File: config.mk
export PLATFORM = sky130hd
export DESIGN_NAME = afe_seq_gen
export DESIGN_NICKNAME = d
export VERILOG_FILES = /design/src/rtl/afe_seq_gen.sv
export SDC_FILE = /design/constraint.sdc
export NUM_CORES = 1
export LEC_CHECK = 0
export ABC_AREA = 1
export BUFFER_PORTS_ARGS = -buffer_cell sky130_fd_sc_hd__buf_2
export CORE_ASPECT_RATIO = 1.75
export CORE_UTILIZATION = 65
export DETAILED_ROUTE_END_ITERATION = 12
export GPL_TIMING_DRIVEN = 1
export PLACE_DENSITY = 0.87
export SLEW_MARGIN = 20
export SYNTH_ARGS = -nofsm -noshare
export SYNTH_HDL_FRONTEND = slang
export SYNTH_SLANG_ARGS = --single-unit
File: constraint.sdc
create_clock -name CLK_100M -period 7 [get_ports CLK_100M]
set_clock_uncertainty 0.2 [all_clocks]
set_input_delay 0.7 -clock CLK_100M [delete_from_list [all_inputs] [get_ports CLK_100M]]
set_output_delay 0.7 -clock CLK_100M [all_outputs]
set_load 0.01 [all_outputs]
File: src/rtl/afe_seq_gen.sv
// afe_seq_gen: programmable AFE line sequencer.
// Each line runs IRST/STI -> CLK burst -> SHR -> INTG/DF_SM -> SHS. The
// frame is single-shot or continuous. Every output is registered from the
// current state, so the pins trail the state register by one cycle.
module afe_seq_gen #(
  parameter int CH_NUM = 64,
  parameter int TW     = 16,
  parameter int LW     = 12,
  localparam int CHW   = (CH_NUM > 1) ? $clog2(CH_NUM) : 1
) (
  input  logic           CLK_100M,
  input  logic           CLK_RST_N,
  input  logic           start,
  input  logic           stop,
  input  logic           cont_mode,
  input  logic [TW-1:0]  cfg_irst,
  input  logic [TW-1:0]  cfg_sxx,
  input  logic [TW-1:0]  cfg_half_clk,
  input  logic [TW-1:0]  cfg_gap,
  input  logic [TW-1:0]  cfg_intg,
  input  logic [TW-1:0]  cfg_tft,
  input  logic [TW-1:0]  cfg_wait_shs,
  input  logic [TW-1:0]  cfg_end,
  input  logic [LW-1:0]  cfg_lines,
  output logic           AFE_IRST,
  output logic           AFE_STI,
  output logic           AFE_CLK,
  output logic           AFE_SHR,
  output logic           AFE_INTG,
  output logic           AFE_SHS,
  output logic           AFE_DF_SM,
  output logic           sample_stb,
  output logic [CHW-1:0] ch_idx,
  output logic [LW-1:0]  line_idx,
  output logic           busy,
  output logic           frame_done,
  output logic           cfg_err
);
  // Phase lengths are evaluated wide enough that 2*CH_NUM*half plus sums never wrap
  localparam int LENW = TW + $clog2(2*CH_NUM) + 1;

  typedef enum logic [2:0] {S_IDLE, S_IRST, S_CLK, S_SHR, S_INTG, S_SHS} state_t;

  state_t          state, state_nx;
  logic [LENW-1:0] t, t_nx, len;
  logic [LW-1:0]   line, line_nx;
  logic            stop_pend, pend_nx;
  logic [TW-1:0]   hc, hc_nx;
  logic            lv, lv_nx;
  logic [CHW-1:0]  ch, ch_nx;
  logic            accept, fd_nx, phase_end, stop_now, cfg_ok;

  // shadow configuration, frozen for the whole run
  logic [TW-1:0] s_irst, s_sxx, s_half, s_gap, s_intg, s_tft, s_wait, s_end;
  logic [LW-1:0] s_lines;
  logic          s_cont;

  // Config validity: durations nonzero, strobes nested inside their windows
  always_comb begin
    cfg_ok = (cfg_irst != '0) && (cfg_sxx != '0) && (cfg_half_clk != '0) &&
             (cfg_gap != '0) && (cfg_intg != '0) && (cfg_tft != '0) &&
             (cfg_wait_shs != '0) && (cfg_end != '0) && (cfg_lines != '0) &&
             (cfg_sxx <= cfg_irst) && (cfg_tft <= cfg_intg);
  end

  // Length of the phase currently running
  always_comb begin
    len = LENW'(1);
    case (state)
      S_IRST: len = LENW'(s_irst);
      S_CLK:  len = LENW'(s_half) * LENW'(2*CH_NUM);
      S_SHR:  len = LENW'(s_sxx) + LENW'(s_gap);
      S_INTG: len = LENW'(s_intg) + LENW'(s_wait);
      S_SHS:  len = LENW'(s_sxx) + LENW'(s_end);
      default: len = LENW'(1);
    endcase
  end

  assign phase_end = (t == len - LENW'(1));
  assign stop_now  = stop_pend | stop;

  // Next-state, phase counter, clock divider and line bookkeeping
  always_comb begin
    state_nx = state;
    t_nx     = t;
    line_nx  = line;
    pend_nx  = stop_pend | (stop && (state != S_IDLE));
    hc_nx    = hc;
    lv_nx    = lv;
    ch_nx    = ch;
    accept   = 1'b0;
    fd_nx    = 1'b0;
    if (state == S_IDLE) begin
      pend_nx = 1'b0;
      if (start && cfg_ok) begin
        state_nx = S_IRST;
        t_nx     = '0;
        line_nx  = '0;
        accept   = 1'b1;
      end
    end else begin
      t_nx = t + LENW'(1);
      if (state == S_CLK) begin
        if (hc == s_half - TW'(1)) begin
          hc_nx = '0;
          lv_nx = ~lv;
          if (!lv) ch_nx = ch + CHW'(1);
        end else begin
          hc_nx = hc + TW'(1);
        end
      end
      if (phase_end) begin
        t_nx = '0;
        case (state)
          S_IRST: begin
            state_nx = S_CLK;
            hc_nx    = '0;
            lv_nx    = 1'b1;
            ch_nx    = '0;
          end
          S_CLK:  state_nx = S_SHR;
          S_SHR:  state_nx = S_INTG;
          S_INTG: state_nx = S_SHS;
          S_SHS: begin
            if (line == s_lines - LW'(1)) begin
              fd_nx    = 1'b1;
              line_nx  = '0;
              state_nx = (s_cont && !stop_now) ? S_IRST : S_IDLE;
            end else if (stop_now) begin
              line_nx  = '0;
              state_nx = S_IDLE;
            end else begin
              line_nx  = line + LW'(1);
              state_nx = S_IRST;
            end
            if (state_nx == S_IDLE) pend_nx = 1'b0;
          end
          default: state_nx = S_IDLE;
        endcase
      end
    end
  end

  // Sequencer state register
  always_ff @(posedge CLK_100M or negedge CLK_RST_N) begin
    if (!CLK_RST_N) begin
      state     <= S_IDLE;
      t         <= '0;
      line      <= '0;
      stop_pend <= 1'b0;
      hc        <= '0;
      lv        <= 1'b0;
      ch        <= '0;
    end else begin
      state     <= state_nx;
      t         <= t_nx;
      line      <= line_nx;
      stop_pend <= pend_nx;
      hc        <= hc_nx;
      lv        <= lv_nx;
      ch        <= ch_nx;
    end
  end

  // Capture configuration and mode on start acceptance only
  always_ff @(posedge CLK_100M or negedge CLK_RST_N) begin
    if (!CLK_RST_N) begin
      s_irst <= '0; s_sxx <= '0; s_half <= '0; s_gap <= '0;
      s_intg <= '0; s_tft <= '0; s_wait <= '0; s_end <= '0;
      s_lines <= '0; s_cont <= 1'b0;
    end else if (accept) begin
      s_irst <= cfg_irst; s_sxx <= cfg_sxx; s_half <= cfg_half_clk;
      s_gap  <= cfg_gap;  s_intg <= cfg_intg; s_tft <= cfg_tft;
      s_wait <= cfg_wait_shs; s_end <= cfg_end;
      s_lines <= cfg_lines; s_cont <= cont_mode;
    end
  end

  // Registered pin and status decode of the current state/phase position
  always_ff @(posedge CLK_100M or negedge CLK_RST_N) begin
    if (!CLK_RST_N) begin
      AFE_IRST   <= 1'b0;
      AFE_STI    <= 1'b0;
      AFE_CLK    <= 1'b0;
      AFE_SHR    <= 1'b0;
      AFE_INTG   <= 1'b0;
      AFE_SHS    <= 1'b0;
      AFE_DF_SM  <= 1'b1;
      sample_stb <= 1'b0;
      ch_idx     <= '0;
      line_idx   <= '0;
      busy       <= 1'b0;
      frame_done <= 1'b0;
      cfg_err    <= 1'b0;
    end else begin
      AFE_IRST   <= (state == S_IRST);
      AFE_STI    <= (state == S_IRST) && (t < LENW'(s_sxx));
      AFE_CLK    <= (state == S_CLK) && lv;
      AFE_SHR    <= (state == S_SHR) && (t < LENW'(s_sxx));
      AFE_INTG   <= (state == S_INTG) && (t < LENW'(s_intg));
      AFE_SHS    <= (state == S_SHS) && (t < LENW'(s_sxx));
      AFE_DF_SM  <= !((state == S_INTG) && (t < LENW'(s_tft)));
      sample_stb <= (state == S_CLK) && lv && (hc == '0);
      ch_idx     <= ch;
      line_idx   <= line;
      busy       <= (state != S_IDLE);
      frame_done <= fd_nx;
      cfg_err    <= (state == S_IDLE) && !cfg_ok;
    end
  end

endmodule
==> summary by stage <==
Power
The standby leakage power is about 10 nW. The areal power density over the cells is 384 nW/µm². VDD sags by at most 0.000272 V. Of the total power, the clock network draws 0.187. The share of total power dissipated in combinational logic is 0.503. The switching share of total power is 0.465.

The internal power of the cells totals 3.85 mW. For this design the total switching power over the nets is between 3 and 4 mW. The proportion of power drawn by flip-flops and latches is 0.309. After layout, the design draws a total of around 7.2 mW.

Clock network
Clock-pin slew was measured on the worst setup and hold paths at 0.07 ns. The cell at the root of the clock tree is sky130_fd_sc_hd__clkbuf_16. TritonCTS built the clock tree. The number of buffers on the longest clock path is 3.

Clock tree synthesis inserted a total of 22 buffers. The clock drives 233 sinks. The clock network latency to the later pin of the worst-skew pair is approximately 0.55 ns. The post-cts sizing count is 0. The H-tree depth is 1. The buffer count from post-CTS setup fixing is 0.

Hold path
The path class of the tightest hold or removal check is input port to flip-flop. The end point of the most critical hold path is s_cont. The launch instance of the worst min-delay path is cont_mode. The cell depth of the worst min-delay path is 2.

Place
Detailed placement ended at an HPWL of 39300 µm. The number of instances in the placed design is 2809. The congestion estimate from routability-driven global placement came to 0.999. The pre-CTS setup slack is 1.49 ns. The count of input and output buffers is roughly 170. The total cell area at the placement stage is about 18000 µm².

Floorplanning
During I/O placement, the number of pins put on the boundary was ~170. The floorplan step defined a die boundary enclosing 26700 µm². For this configuration, the core starts out at a cell density of 0.665. From left edge to right edge, the die measures 124 µm. After floorplanning, the core was divided into 77 placement rows. In this run the standard cell core region covers roughly 25000 µm². The vertical die dimension is 215 µm.

STA
The highest clock rate is between 150 and 200 MHz. Setup total negative slack on the finished layout was measured at 0 ns. In the finished design, the share of the clock period the worst path needs comes to 0.809. Setup repair after global routing left no endpoint under its margin. The post-route minimum period is 5.67 ns.

The transition time at the pin with the least slew margin is 1.16 ns. In this run the tightest slew margin relative to its limit is 0.221. After layout, the worst setup slack is between 1 and 1.5 ns.

The max-slew violation total from the final report came to 0. The final count of hold timing violations is 0. The worst slack on hold paths is 0.204 ns. The total of endpoints with negative setup slack in the final report is 0.

Route
Summing over every cut layer, the via total after detailed routing is 16659. The average via count per standard cell is 5.84. In the final routing, the length of wire on met1 measures 17200 µm. In the final routed layout, each cell accounts on average for 17.9 µm. The routed design uses 26700 µm of met2 wire. After detailed routing, the met3 layer carries between 2000 and 3000 µm of wire. The uppermost layer routed is met4. In this run the remaining antenna-violating nets after routing total 0.

After detailed routing, the number of remaining DRC violations is 0. The first routing iteration left ~1200 violations. For this block, the routed nets add up to 51100 µm of wire. The detailed-router iteration count before antenna repair is 6.

Logic synthesis
For this run, the leading register cell type out of synthesis is sky130_fd_sc_hd__dfrtp_1. The fraction of the yosys area taken by sequential cells is 0.345. The cell area that synthesis handed to floorplanning was 16900 µm².

The number of enable-type register cells in the synthesized netlist is 0. The number of unique standard cell types used by synthesis is 56. A synthesized cell averages 7.13 µm².

Synthesis produced a netlist whose cell count is 2373. The share of the synthesized area in the top cell type is 0.343. Yosys printed 0 warnings. Synthesis inferred 233 register bits. The post-synth net total is roughly 2600. In the post-synthesis netlist, the biggest area contributors are sky130_fd_sc_hd__dfrtp_1 34%, sky130_fd_sc_hd__nand2_1 14%, sky130_fd_sc_hd__inv_1 9.1%. Of all cell types, the one taking the most synthesized area is sky130_fd_sc_hd__dfrtp_1. In the synthesized netlist the async set-or-reset flop fraction comes to 1.00.

Worst setup path
STA classifies the critical path startpoint as a flip-flop. Data on the critical path arrives at its endpoint at 5.90 ns. The critical path is of the flip-flop to flip-flop type. The delay of the slowest cell on the worst path is 0.53 ns. The cell with the biggest individual delay on the critical path is sky130_fd_sc_hd__dfrtp_1. The worst register-to-register path begins at state[2]. For the worst flop-to-flop path, the logic depth is 27. The cell with the most instances on the worst path is sky130_fd_sc_hd__nand2_1.

The slack of the worst reg-to-reg path is 1.33 ns. The largest driver fanout on the critical path is 39. The type of element capturing the critical path is a flip-flop.

The capture instance of the worst register-to-register path is line[4]. For the worst setup path, the data required time is 7.24 ns.

Global routing
The number of global-route vias before repair is 16781. Across every metal layer, demand over resource in global routing totals 0.400. Entering global routing, the biggest net connects 147 pins.

The number of antenna violations at the first check in global routing was 2. After global routing the overflow that remains totals 0. The first global-routing pass estimated 81900 µm of wire.

Finish
The cell area after layout is 18800 µm². Relative to the synthesized area, the layout overhead comes to 11.0%. Of the cells placed in the final design, the portion with a size suffix greater than 1 is 0.115. The final standard cell count with taps included and fillers excluded is roughly 2900. After the last flow step, the layout net total stands at roughly 2800. Fill cells in the final layout number between 2000 and 2500.

The core utilization of the finished layout is 0.738.

Flow run
Across the run, the number of max-cap violations was 0.

Status
The flow ran to the end, and the final reports show no timing, DRC or antenna violations.
power groups by stage:
stage	combinational [mW]	sequential [mW]	clock (mW)
2_1_floorplan	2.77	2.07	0
3_3_place_gp	3.43	2.21	0
3_5_place_dp	3.54	2.23	0
4_1_cts	3.57	2.21	1.36
5_1_grt	4.13	2.27	1.41
6_report	3.63	2.23	1.35
critical path, delay by kind of cell (launching register included):
family | cells | cell delay, ns
simple gates | 23 | 3.44
fa+ha+maj | 2 | 0.68
flops | 1 | 0.53
buf+inv | 2 | 0.66
state kept, by name (all words and copies together) (netlist names), 12 cells and up:
register / flops
s_wait: 16
s_tft: 16
line_idx: 12
s_intg: 16
s_gap: 16
hc: 16
s_end: 16
line: 12
t: 24
s_irst: 16
s_half: 16
s_lines: 12
s_sxx: 16
layout by cell type (no fill, tap or decap), types with 20 or more instances in the layout:
cell / Yosys / layout
sky130_fd_sc_hd__inv_1: 409 / 409
sky130_fd_sc_hd__o21ai_0: 163 / 163
sky130_fd_sc_hd__nand2_1: 637 / 636
sky130_fd_sc_hd__clkbuf_16: 0 / 22
sky130_fd_sc_hd__nor2_1: 154 / 154
sky130_fd_sc_hd__nor4_1: 26 / 25
sky130_fd_sc_hd__a21oi_1: 57 / 57
sky130_fd_sc_hd__ha_1: 117 / 117
sky130_fd_sc_hd__dfrtp_1: 232 / 232
sky130_fd_sc_hd__o22ai_2: 20 / 20
sky130_fd_sc_hd__nand4_1: 76 / 76
sky130_fd_sc_hd__nand3_1: 157 / 157
sky130_fd_sc_hd__buf_2: 4 / 172
sky130_fd_sc_hd__nor3_1: 32 / 32
sky130_fd_sc_hd__xor2_1: 72 / 72
worst max path at each step:
stage	from	endpoint	slack (ns)	cells after the start
after CTS	state[2]	line[4]	1.45	27
after floorplan	state[2]	t[10]	2.95	30
after detailed placement	state[2]	line[4]	1.49	27
final	state[2]	line[4]	1.33	27
after global placement	state[2]	line[9]	1.67	29
after global routing	state[2]	line[4]	0.80	29
routing by layer:
metal,track usage,up-vias
li1,-,7926
met1,0.400,7809
met2,0.702,671
met5,0,-
met3,0.0822,253
met4,0.310,0
logic make-up after synthesis:
group                    share of synthesized area
XOR/XNOR                                    0.0461
AO/OA/AOI/OAI                                0.106
multiplexers                               0.00133
adder cells (fa/ha/maj)                     0.0889
buffers and inverters                        0.112
AND/OR/NAND/NOR                              0.301
flip-flops                                   0.345
final cells by class:
class | instances | area (µm²) | share of cell area
clock inverter | 15 | 226 | 0.0121
clock buffer | 25 | 582 | 0.0310
timing repair buffer | 181 | 955 | 0.0509
sequential | 233 | 5830 | 0.311
antenna | 2 | 5.00 | 0.000267
inverter | 418 | 1570 | 0.0837
tap | 316 | 395 | 0.0211
multi-input combinational | 1662 | 9200 | 0.490
repair_timing:
action | in CTS | in global routing
hold endpoints to repair | 7 | 0
endpoints found under the setup margin | 0 | 0
hold buffers | 1 | 0
cell usage after synthesis (5+ instances only):
cell,n
sky130_fd_sc_hd__ha_1,117
sky130_fd_sc_hd__clkbuf_1,45
sky130_fd_sc_hd__xnor2_1,17
sky130_fd_sc_hd__nand3_1,157
sky130_fd_sc_hd__o211ai_1,8
sky130_fd_sc_hd__inv_2,5
sky130_fd_sc_hd__nand2_1,637
sky130_fd_sc_hd__nor3_1,32
sky130_fd_sc_hd__nor3b_1,9
sky130_fd_sc_hd__a211oi_1,6
sky130_fd_sc_hd__or2_2,10
sky130_fd_sc_hd__a21oi_1,57
sky130_fd_sc_hd__nand3b_1,15
sky130_fd_sc_hd__nor4_1,26
sky130_fd_sc_hd__dfrtp_1,232
sky130_fd_sc_hd__inv_1,409
sky130_fd_sc_hd__nand4_1,76
sky130_fd_sc_hd__o22ai_2,20
sky130_fd_sc_hd__nand2_2,8
sky130_fd_sc_hd__o21ai_0,163
sky130_fd_sc_hd__nor2_2,13
sky130_fd_sc_hd__nor2_1,154
sky130_fd_sc_hd__a22oi_1,16
sky130_fd_sc_hd__xor2_1,72
Power figures use the tool's default switching activity.
